## config.mk

```make
export PLATFORM = sky130hd
export DESIGN_NAME = multicycle_fsm_flat
export DESIGN_NICKNAME = d
export VERILOG_FILES = /design/src/rtl/mc_pkg.sv /design/src/rtl/multicycle_fsm_if.sv /design/src/rtl/fsm_outdec.sv /design/src/rtl/multicycle_fsm.sv /design/src/flat_wrapper.sv
export SDC_FILE = /design/constraint.sdc
export NUM_CORES = 1
export LEC_CHECK = 0
export BUFFER_PORTS_ARGS = -buffer_cell sky130_fd_sc_hd__buf_4
export CORE_ASPECT_RATIO = 1.2
export CORE_UTILIZATION = 26
export DETAILED_ROUTE_END_ITERATION = 10
export PLACE_DENSITY = 0.45
export SKIP_LAST_GASP = 1
export SLEW_MARGIN = 30
export SYNTH_ARGS = -nofsm -noshare
export SYNTH_HDL_FRONTEND = slang
export SYNTH_HIERARCHICAL = 1
export SYNTH_SLANG_ARGS = --single-unit
```

## constraint.sdc

```tcl
create_clock -name clk -period 1.9 [get_ports clk]
set_clock_uncertainty 0.1 [all_clocks]
set_input_delay 0 -clock clk [delete_from_list [all_inputs] [get_ports clk]]
set_output_delay 0 -clock clk [all_outputs]
set_load 0.02 [all_outputs]
```

## src/rtl/mc_pkg.sv

```systemverilog
// Shared encodings for the multicycle RV32I control FSM: state enum, opcodes,
// datapath mux selects and the Moore control word produced by fsm_outdec.
package mc_pkg;

  typedef enum logic [3:0] {
    FETCH    = 4'd0,
    DECODE   = 4'd1,
    MEMADR   = 4'd2,
    MEMREAD  = 4'd3,
    MEMWB    = 4'd4,
    MEMWRITE = 4'd5,
    EXECUTER = 4'd6,
    EXECUTEI = 4'd7,
    ALUWB    = 4'd8,
    BRANCH   = 4'd9,
    JAL      = 4'd10,
    JALR     = 4'd11,
    JALRLINK = 4'd12,
    TRAP     = 4'd13
  } statetype_t;

  localparam logic [6:0] OP_LW   = 7'b0000011;
  localparam logic [6:0] OP_SW   = 7'b0100011;
  localparam logic [6:0] OP_R    = 7'b0110011;
  localparam logic [6:0] OP_I    = 7'b0010011;
  localparam logic [6:0] OP_B    = 7'b1100011;
  localparam logic [6:0] OP_JAL  = 7'b1101111;
  localparam logic [6:0] OP_JALR = 7'b1100111;

  localparam logic [1:0] SRCA_PC    = 2'b00;
  localparam logic [1:0] SRCA_OLDPC = 2'b01;
  localparam logic [1:0] SRCA_RS1   = 2'b10;

  localparam logic [1:0] SRCB_RS2  = 2'b00;
  localparam logic [1:0] SRCB_IMM  = 2'b01;
  localparam logic [1:0] SRCB_FOUR = 2'b10;

  localparam logic [1:0] ALUOP_ADD    = 2'b00;
  localparam logic [1:0] ALUOP_BRANCH = 2'b01;
  localparam logic [1:0] ALUOP_FUNCT  = 2'b10;

  localparam logic [1:0] RES_ALUOUT    = 2'b00;
  localparam logic [1:0] RES_READDATA  = 2'b01;
  localparam logic [1:0] RES_ALURESULT = 2'b10;

  // State-only part of the control word; the top adds the mem_ready/BranchC terms.
  typedef struct packed {
    logic       mem_req;
    logic       mem_write;
    logic       adr_src;
    logic       reg_write;
    logic       pc_update;
    logic       branch;
    logic       done;
    logic       illegal;
    logic [1:0] alu_src_a;
    logic [1:0] alu_src_b;
    logic [1:0] alu_op;
    logic [1:0] result_src;
  } ctrl_t;

  function automatic logic is_known_op(input logic [6:0] op);
    case (op)
      OP_LW, OP_SW, OP_R, OP_I, OP_B, OP_JAL, OP_JALR: is_known_op = 1'b1;
      default:                                         is_known_op = 1'b0;
    endcase
  endfunction

endpackage

```

## src/rtl/multicycle_fsm_if.sv

```systemverilog
// Shared instruction/data memory request handshake between the control FSM
// (master) and the memory port (slave).
interface multicycle_fsm_if;
  logic mem_req;
  logic MemWrite;
  logic AdrSrc;
  logic mem_ready;

  modport master (output mem_req, output MemWrite, output AdrSrc, input mem_ready);
  modport slave  (input mem_req, input MemWrite, input AdrSrc, output mem_ready);
endinterface

```

## src/rtl/fsm_outdec.sv

```systemverilog
// Pure state-to-control-word decode for the multicycle FSM. The illegal flag in
// TRAP is only produced when MULTICYCLE_ILLEGAL_TRAP_EN is defined.
module fsm_outdec
  import mc_pkg::*;
(
  input  statetype_t state,
  output ctrl_t      ctrl
);

  // Moore control word per state; everything not set stays 0 / select 00.
  always_comb begin
    ctrl = '0;
    case (state)
      FETCH: begin
        ctrl.mem_req    = 1'b1;
        ctrl.alu_src_a  = SRCA_PC;
        ctrl.alu_src_b  = SRCB_FOUR;
        ctrl.alu_op     = ALUOP_ADD;
        ctrl.result_src = RES_ALURESULT;
      end
      DECODE: begin
        ctrl.alu_src_a = SRCA_OLDPC;
        ctrl.alu_src_b = SRCB_IMM;
        ctrl.alu_op    = ALUOP_ADD;
      end
      MEMADR: begin
        ctrl.alu_src_a = SRCA_RS1;
        ctrl.alu_src_b = SRCB_IMM;
        ctrl.alu_op    = ALUOP_ADD;
      end
      MEMREAD: begin
        ctrl.mem_req    = 1'b1;
        ctrl.adr_src    = 1'b1;
        ctrl.result_src = RES_ALUOUT;
      end
      MEMWB: begin
        ctrl.result_src = RES_READDATA;
        ctrl.reg_write  = 1'b1;
        ctrl.done       = 1'b1;
      end
      MEMWRITE: begin
        ctrl.mem_req    = 1'b1;
        ctrl.mem_write  = 1'b1;
        ctrl.adr_src    = 1'b1;
        ctrl.result_src = RES_ALUOUT;
      end
      EXECUTER: begin
        ctrl.alu_src_a = SRCA_RS1;
        ctrl.alu_src_b = SRCB_RS2;
        ctrl.alu_op    = ALUOP_FUNCT;
      end
      EXECUTEI: begin
        ctrl.alu_src_a = SRCA_RS1;
        ctrl.alu_src_b = SRCB_IMM;
        ctrl.alu_op    = ALUOP_FUNCT;
      end
      ALUWB: begin
        ctrl.result_src = RES_ALUOUT;
        ctrl.reg_write  = 1'b1;
        ctrl.done       = 1'b1;
      end
      BRANCH: begin
        ctrl.alu_src_a  = SRCA_RS1;
        ctrl.alu_src_b  = SRCB_RS2;
        ctrl.alu_op     = ALUOP_BRANCH;
        ctrl.result_src = RES_ALUOUT;
        ctrl.branch     = 1'b1;
        ctrl.done       = 1'b1;
      end
      JAL: begin
        ctrl.alu_src_a  = SRCA_OLDPC;
        ctrl.alu_src_b  = SRCB_FOUR;
        ctrl.alu_op     = ALUOP_ADD;
        ctrl.result_src = RES_ALUOUT;
        ctrl.pc_update  = 1'b1;
      end
      JALR: begin
        ctrl.alu_src_a  = SRCA_RS1;
        ctrl.alu_src_b  = SRCB_IMM;
        ctrl.alu_op     = ALUOP_ADD;
        ctrl.result_src = RES_ALURESULT;
        ctrl.pc_update  = 1'b1;
      end
      JALRLINK: begin
        ctrl.alu_src_a  = SRCA_OLDPC;
        ctrl.alu_src_b  = SRCB_FOUR;
        ctrl.alu_op     = ALUOP_ADD;
        ctrl.result_src = RES_ALURESULT;
        ctrl.reg_write  = 1'b1;
        ctrl.done       = 1'b1;
      end
      TRAP: begin
`ifdef MULTICYCLE_ILLEGAL_TRAP_EN
        ctrl.illegal = 1'b1;
`else
        ctrl = '0;
`endif
      end
      default: begin
        ctrl = '0;
      end
    endcase
  end

endmodule

```

## src/rtl/multicycle_fsm.sv

```systemverilog
// Main control FSM of the multicycle RV32I datapath: state register, next-state
// logic and PCWrite/IRWrite/instr_done gating. Optional: MULTICYCLE_ILLEGAL_TRAP_EN.
module multicycle_fsm
  import mc_pkg::*;
(
  input  logic                   clk,
  input  logic                   reset,
  input  logic [6:0]             op,
  input  logic                   BranchC,
  multicycle_fsm_if.master       mem,
  output logic                   IRWrite,
  output logic                   PCWrite,
  output logic                   RegWrite,
  output logic [1:0]             ALUSrcA,
  output logic [1:0]             ALUSrcB,
  output logic [1:0]             ALUOp,
  output logic [1:0]             ResultSrc,
  output logic                   instr_done,
  output logic                   illegal
);

  statetype_t state_r;
  statetype_t state_next_s;
  ctrl_t      ctrl_s;
  logic       nop_s;

  fsm_outdec u_outdec (
    .state (state_r),
    .ctrl  (ctrl_s)
  );

  // Unknown opcodes either retire as a NOP in DECODE or divert to TRAP.
`ifdef MULTICYCLE_ILLEGAL_TRAP_EN
  assign nop_s = 1'b0;
`else
  assign nop_s = (state_r == DECODE) && !is_known_op(op);
`endif

  // State register with synchronous reset back to FETCH.
  always_ff @(posedge clk) begin
    if (reset) begin
      state_r <= FETCH;
    end else begin
      state_r <= state_next_s;
    end
  end

  // Next-state logic; memory states hold until mem_ready.
  always_comb begin
    state_next_s = FETCH;
    case (state_r)
      FETCH:    state_next_s = mem.mem_ready ? DECODE : FETCH;
      DECODE: begin
        case (op)
          OP_LW, OP_SW: state_next_s = MEMADR;
          OP_R:         state_next_s = EXECUTER;
          OP_I:         state_next_s = EXECUTEI;
          OP_B:         state_next_s = BRANCH;
          OP_JAL:       state_next_s = JAL;
          OP_JALR:      state_next_s = JALR;
`ifdef MULTICYCLE_ILLEGAL_TRAP_EN
          default:      state_next_s = TRAP;
`else
          default:      state_next_s = FETCH;
`endif
        endcase
      end
      MEMADR:   state_next_s = op[5] ? MEMWRITE : MEMREAD;
      MEMREAD:  state_next_s = mem.mem_ready ? MEMWB : MEMREAD;
      MEMWB:    state_next_s = FETCH;
      MEMWRITE: state_next_s = mem.mem_ready ? FETCH : MEMWRITE;
      EXECUTER: state_next_s = ALUWB;
      EXECUTEI: state_next_s = ALUWB;
      ALUWB:    state_next_s = FETCH;
      BRANCH:   state_next_s = FETCH;
      JAL:      state_next_s = ALUWB;
      JALR:     state_next_s = JALRLINK;
      JALRLINK: state_next_s = FETCH;
`ifdef MULTICYCLE_ILLEGAL_TRAP_EN
      TRAP:     state_next_s = TRAP;
`else
      TRAP:     state_next_s = FETCH;
`endif
      default:  state_next_s = FETCH;
    endcase
  end

  // Output gating: writes and requests are suppressed while reset aborts the instruction.
  always_comb begin
    mem.AdrSrc   = ctrl_s.adr_src;
    ALUSrcA      = ctrl_s.alu_src_a;
    ALUSrcB      = ctrl_s.alu_src_b;
    ALUOp        = ctrl_s.alu_op;
    ResultSrc    = ctrl_s.result_src;
    illegal      = ctrl_s.illegal;
    mem.mem_req  = 1'b0;
    mem.MemWrite = 1'b0;
    IRWrite      = 1'b0;
    PCWrite      = 1'b0;
    RegWrite     = 1'b0;
    instr_done   = 1'b0;
    if (reset) begin
      mem.mem_req = 1'b0;
    end else begin
      mem.mem_req  = ctrl_s.mem_req;
      mem.MemWrite = ctrl_s.mem_write;
      RegWrite     = ctrl_s.reg_write;
      IRWrite      = (state_r == FETCH) && mem.mem_ready;
      PCWrite      = ctrl_s.pc_update
                   | ((state_r == FETCH) && mem.mem_ready)
                   | (ctrl_s.branch && BranchC);
      instr_done   = ctrl_s.done
                   | ((state_r == MEMWRITE) && mem.mem_ready)
                   | nop_s;
    end
  end

endmodule
```

## src/flat_wrapper.sv

```systemverilog
// flat-port wrapper written by rule: the top's interface ports become plain ports
module multicycle_fsm_flat import mc_pkg::*;
  (clk, reset, op, BranchC, IRWrite, PCWrite, RegWrite, ALUSrcA, ALUSrcB, ALUOp, ResultSrc, instr_done, illegal, mem_mem_req, mem_MemWrite, mem_AdrSrc, mem_mem_ready);
  multicycle_fsm_if mem_i ();
  input  logic clk;
  input  logic reset;
  input  logic [6:0] op;
  input  logic BranchC;
  output logic IRWrite;
  output logic PCWrite;
  output logic RegWrite;
  output logic [1:0] ALUSrcA;
  output logic [1:0] ALUSrcB;
  output logic [1:0] ALUOp;
  output logic [1:0] ResultSrc;
  output logic instr_done;
  output logic illegal;
  output wire logic [$bits(mem_i.mem_req)-1:0] mem_mem_req;
  output wire logic [$bits(mem_i.MemWrite)-1:0] mem_MemWrite;
  output wire logic [$bits(mem_i.AdrSrc)-1:0] mem_AdrSrc;
  input wire logic [$bits(mem_i.mem_ready)-1:0] mem_mem_ready;
  assign mem_mem_req = mem_i.mem_req;
  assign mem_MemWrite = mem_i.MemWrite;
  assign mem_AdrSrc = mem_i.AdrSrc;
  assign mem_i.mem_ready = mem_mem_ready;
  multicycle_fsm u_core (.clk(clk), .reset(reset), .op(op), .BranchC(BranchC), .mem(mem_i), .IRWrite(IRWrite), .PCWrite(PCWrite), .RegWrite(RegWrite), .ALUSrcA(ALUSrcA), .ALUSrcB(ALUSrcB), .ALUOp(ALUOp), .ResultSrc(ResultSrc), .instr_done(instr_done), .illegal(illegal));
endmodule
```

==> impl_metrics.csv <==
group,metric,value,unit
detailed_routing,dr_total_vias,778,
clock_tree,cts.sinks,4,
hold_path,worst_hold_path_type,"primary input to flop",
worst_setup_path,arrival,1.65,ns
floorplan,top_level_ports,27,
yosys,synth_edf_count,0,
hold_path,timing.hold.worst_path_depth,4,
place,globalplace.congestion,0.7469,
worst_setup_path,timing.rr.end,"u_core/state_r[0]",
yosys,synth_fp_nets,104,
sta,fin_setup_tns,0,ns
cells_and_area,instances_no_fill,152,
job,cap_viol_max_count,0,
detailed_routing,post_drt_via_cell_ratio,5.118,
worst_setup_path,cp_slowest_cell,"dfxtp_2",
cells_and_area,reg_top3,"u_core/state_r x4",
pwr,power.ir.vdd_worst,0.2769,mV
cells_and_area,fill_cell_count,274,
floorplan,initial_core_util,0.2839,
grt,globalRouteTotalUtil,0.1434,
cells_and_area,largest_reg_flops,4,
clock_tree,cts_tree,"yes",
cells_and_area,layout.cells.most_common,"buf_4",
sta,finalMaxSlewViolations,0,
yosys,synth.yosys.seq_area_share,0.1199,
yosys,synth.ff_latch_count,4,
detailed_routing,drt_iter0_markers,8,
clock_tree,insertion_delay,0.23,ns
grt,maximum_number_of_pins_on_one_net_before_global_route_repair,17,
floorplan,num_rows,19,
sta,hold_viol_final,0,
yosys,synthesis_warning_total,6,
cells_and_area,regArea,82.58,um2
yosys,synth.top_cells.by_area,"dfxtp_1 (12%), a21oi_1 (5.2%), nand4b_1 (5.2%)",
yosys,postSynthCellCount,93,
detailed_routing,drtPass1Iterations,3,
cells_and_area,area_growth,38.76,%
detailed_routing,drt-total-wl,1838,um
clock_tree,clkSlewWorstSetupHoldPaths,0.03,ns
yosys,postSynth.asyncResetShare,0,
detailed_routing,drc_errors,0,
hold_path,min_from,"op[5]",
floorplan,die_height,57.53,um
pwr,p_per_area,324.1,nW/um2
worst_setup_path,critical_path_peak_fanout,16,
yosys,synth_area_per_cell,7.184,um2
cells_and_area,antenna-diode-count,0,
floorplan,core-area,2354,um2
clock_tree,clk_root_buffer_cell,"clkbuf_4",
yosys,synth_top_flop_cell,"dfxtp_1",
worst_setup_path,rrSetupSlack,0.43,ns
floorplan,floorplan.die_area,2777,um2
place,hpwl,1500,um
sta,setup_viol,0,
place,placed_cells,148,
yosys,synth.largest_area_cell,"dfxtp_1",
sta,timing.hold.ws,0.02198,ns
grt,overflow,0,
cells_and_area,regMostFlops,"u_core/state_r",
detailed_routing,antenna_violating_nets_post_route,0,
place,buffer_ports.inserted,25,
clock_tree,numCtsBuffers,3,
sta,fin_crit_sh,0.9216,
worst_setup_path,crit_chain,"nor4b_4 > or3b_1 > a21oi_1 > buf_4",
cells_and_area,drive_above_1_share,0.3058,
yosys,netlist-cell-type-count,43,
sta,rsz0062_at_grt,"no",
clock_tree,h-tree-depth,1,
worst_setup_path,critical_path.endpoint_type,"output port",
worst_setup_path,worst-r2r-cell-count,4,
cells_and_area,most-common-layout-cells,"buf_4 (30), nor2_1 (9), a21oi_1 (7), o21ai_0 (5)",
detailed_routing,avgRoutedWirePerCell,12.09,um
pwr,power.static_leakage,0.3626,nW
worst_setup_path,worst_setup_path_startpoint,"u_core/state_r[1]",
grt,grt_pass1_vias,680,
grt,grt_first_pass_wirelength,2891,um
worst_setup_path,start_kind,"flop",
run_status,run_status,"complete, no violations",
worst_setup_path,timing_worst_setup_path_type,"flop to output port",
sta,max_freq,0.5711,GHz
cells_and_area,total_number_of_nets_in_the_final_design,134,
cells_and_area,area_taken_by_multi_input_logic_gates,536.8,um2
sta,period_minus_slack,1.751,ns
yosys,post_synth_instance_area,668.1,um2
floorplan,die_x,48.28,um
worst_setup_path,worst_ep_required_time,1.80,ns
worst_setup_path,r2r-start,"u_core/state_r[1]",
yosys,yosysTopAreaCellShare,0.1199,
grt,antenna_violations_before_repair,0,
hold_path,holdPathEnd,"u_core/state_r[1]",
clock_tree,cts_buffer_depth,2,
worst_setup_path,worst_path_largest_cell_delay,0.39,ns
## how the worst max path moves through the flow
stage,slack [ns],to
finish,0.15,instr_done
global route,0.03,instr_done
global placement,0.29,instr_done
detailed placement,0.26,instr_done
CTS,0.02,instr_done
floorplan,0.32,instr_done
## layout make-up
cell class	instances	share of cell area
sequential	4	0.08907
tap	31	0.04184
multi-input combinational	80	0.5789
timing repair buffer	31	0.2537
inverter	3	0.01215
clock buffer	3	0.02429
## Yosys cell counts (2+ instances only)
cell type  count
a21oi_1        7
a31oi_1        2
buf_4          4
dfxtp_1        4
inv_1          3
nand2_1        3
nand2b_1       4
nand3_1        3
nand3b_1       3
nand4b_1       4
nor2_1         9
nor2b_1        4
nor3_1         4
nor3b_1        4
o211ai_1       2
o21ai_0        5
xnor2_1        2
## layer usage
| layer | GRT usage | part of all wire | up-vias |
|---|---|---|---|
| met5 | 0 | 0 | - |
| met2 | 0.2724 | 0.55 | 15 |
| met1 | 0.1590 | 0.43 | 359 |
| met3 | 0.01899 | 0.018 | 0 |
| li1 | - | - | 404 |
| met4 | 0.02381 | 0 | 0 |
## worst max-delay path, delay by kind of cell (launching register included)
kind / cells / cell delay [ns]
buffers and inverters: 1 / 0.16
AND/OR/NAND/NOR: 2 / 0.73
AO/OA/AOI/OAI: 1 / 0.14
flip-flops: 1 / 0.39
## timing repair
item / in CTS / in global routing
endpoints found under the hold margin: 1 / 0
buffers inserted: 0 / 0
hold buffers: 1 / 0
resized for setup: 0 / 2
setup endpoints to repair: 0 / 3
## cell families after synthesis
kind of cell              after synthesis  share of synthesized area
buffers and inverters                   9                    0.07677
xor gates and xnor gates                3                    0.03933
other                                   1                   0.005613
DFF                                     4                     0.1199
AOI/OAI and AO/OA                      23                     0.2228
muxes                                   1                    0.01498
and+or+nand+nor                        52                     0.5206
## report_power, final
group	internal (mW)	switching [mW]	leakage (nW)
sequential	0.0862	0.00238	0.0335
combinational	0.0545	0.0574	0.315
clock	0.0703	0.0298	0.0138
## stage by stage
step	cell area, um2	power (mW)	util	worst slack (ns)
global placement	892.1	0.2009	0.3791	0.2938
floorplan	668.1	0.1498	-	0.3188
finish	927.1	0.3005	0.3939	0.1490
detailed placement	892.1	0.2013	0.3791	0.2623
global route	927.1	0.3251	0.3939	0.03452
CTS	924.6	0.3085	0.3929	0.01802
No activity file was read; power rests on OpenSTA's default activity.
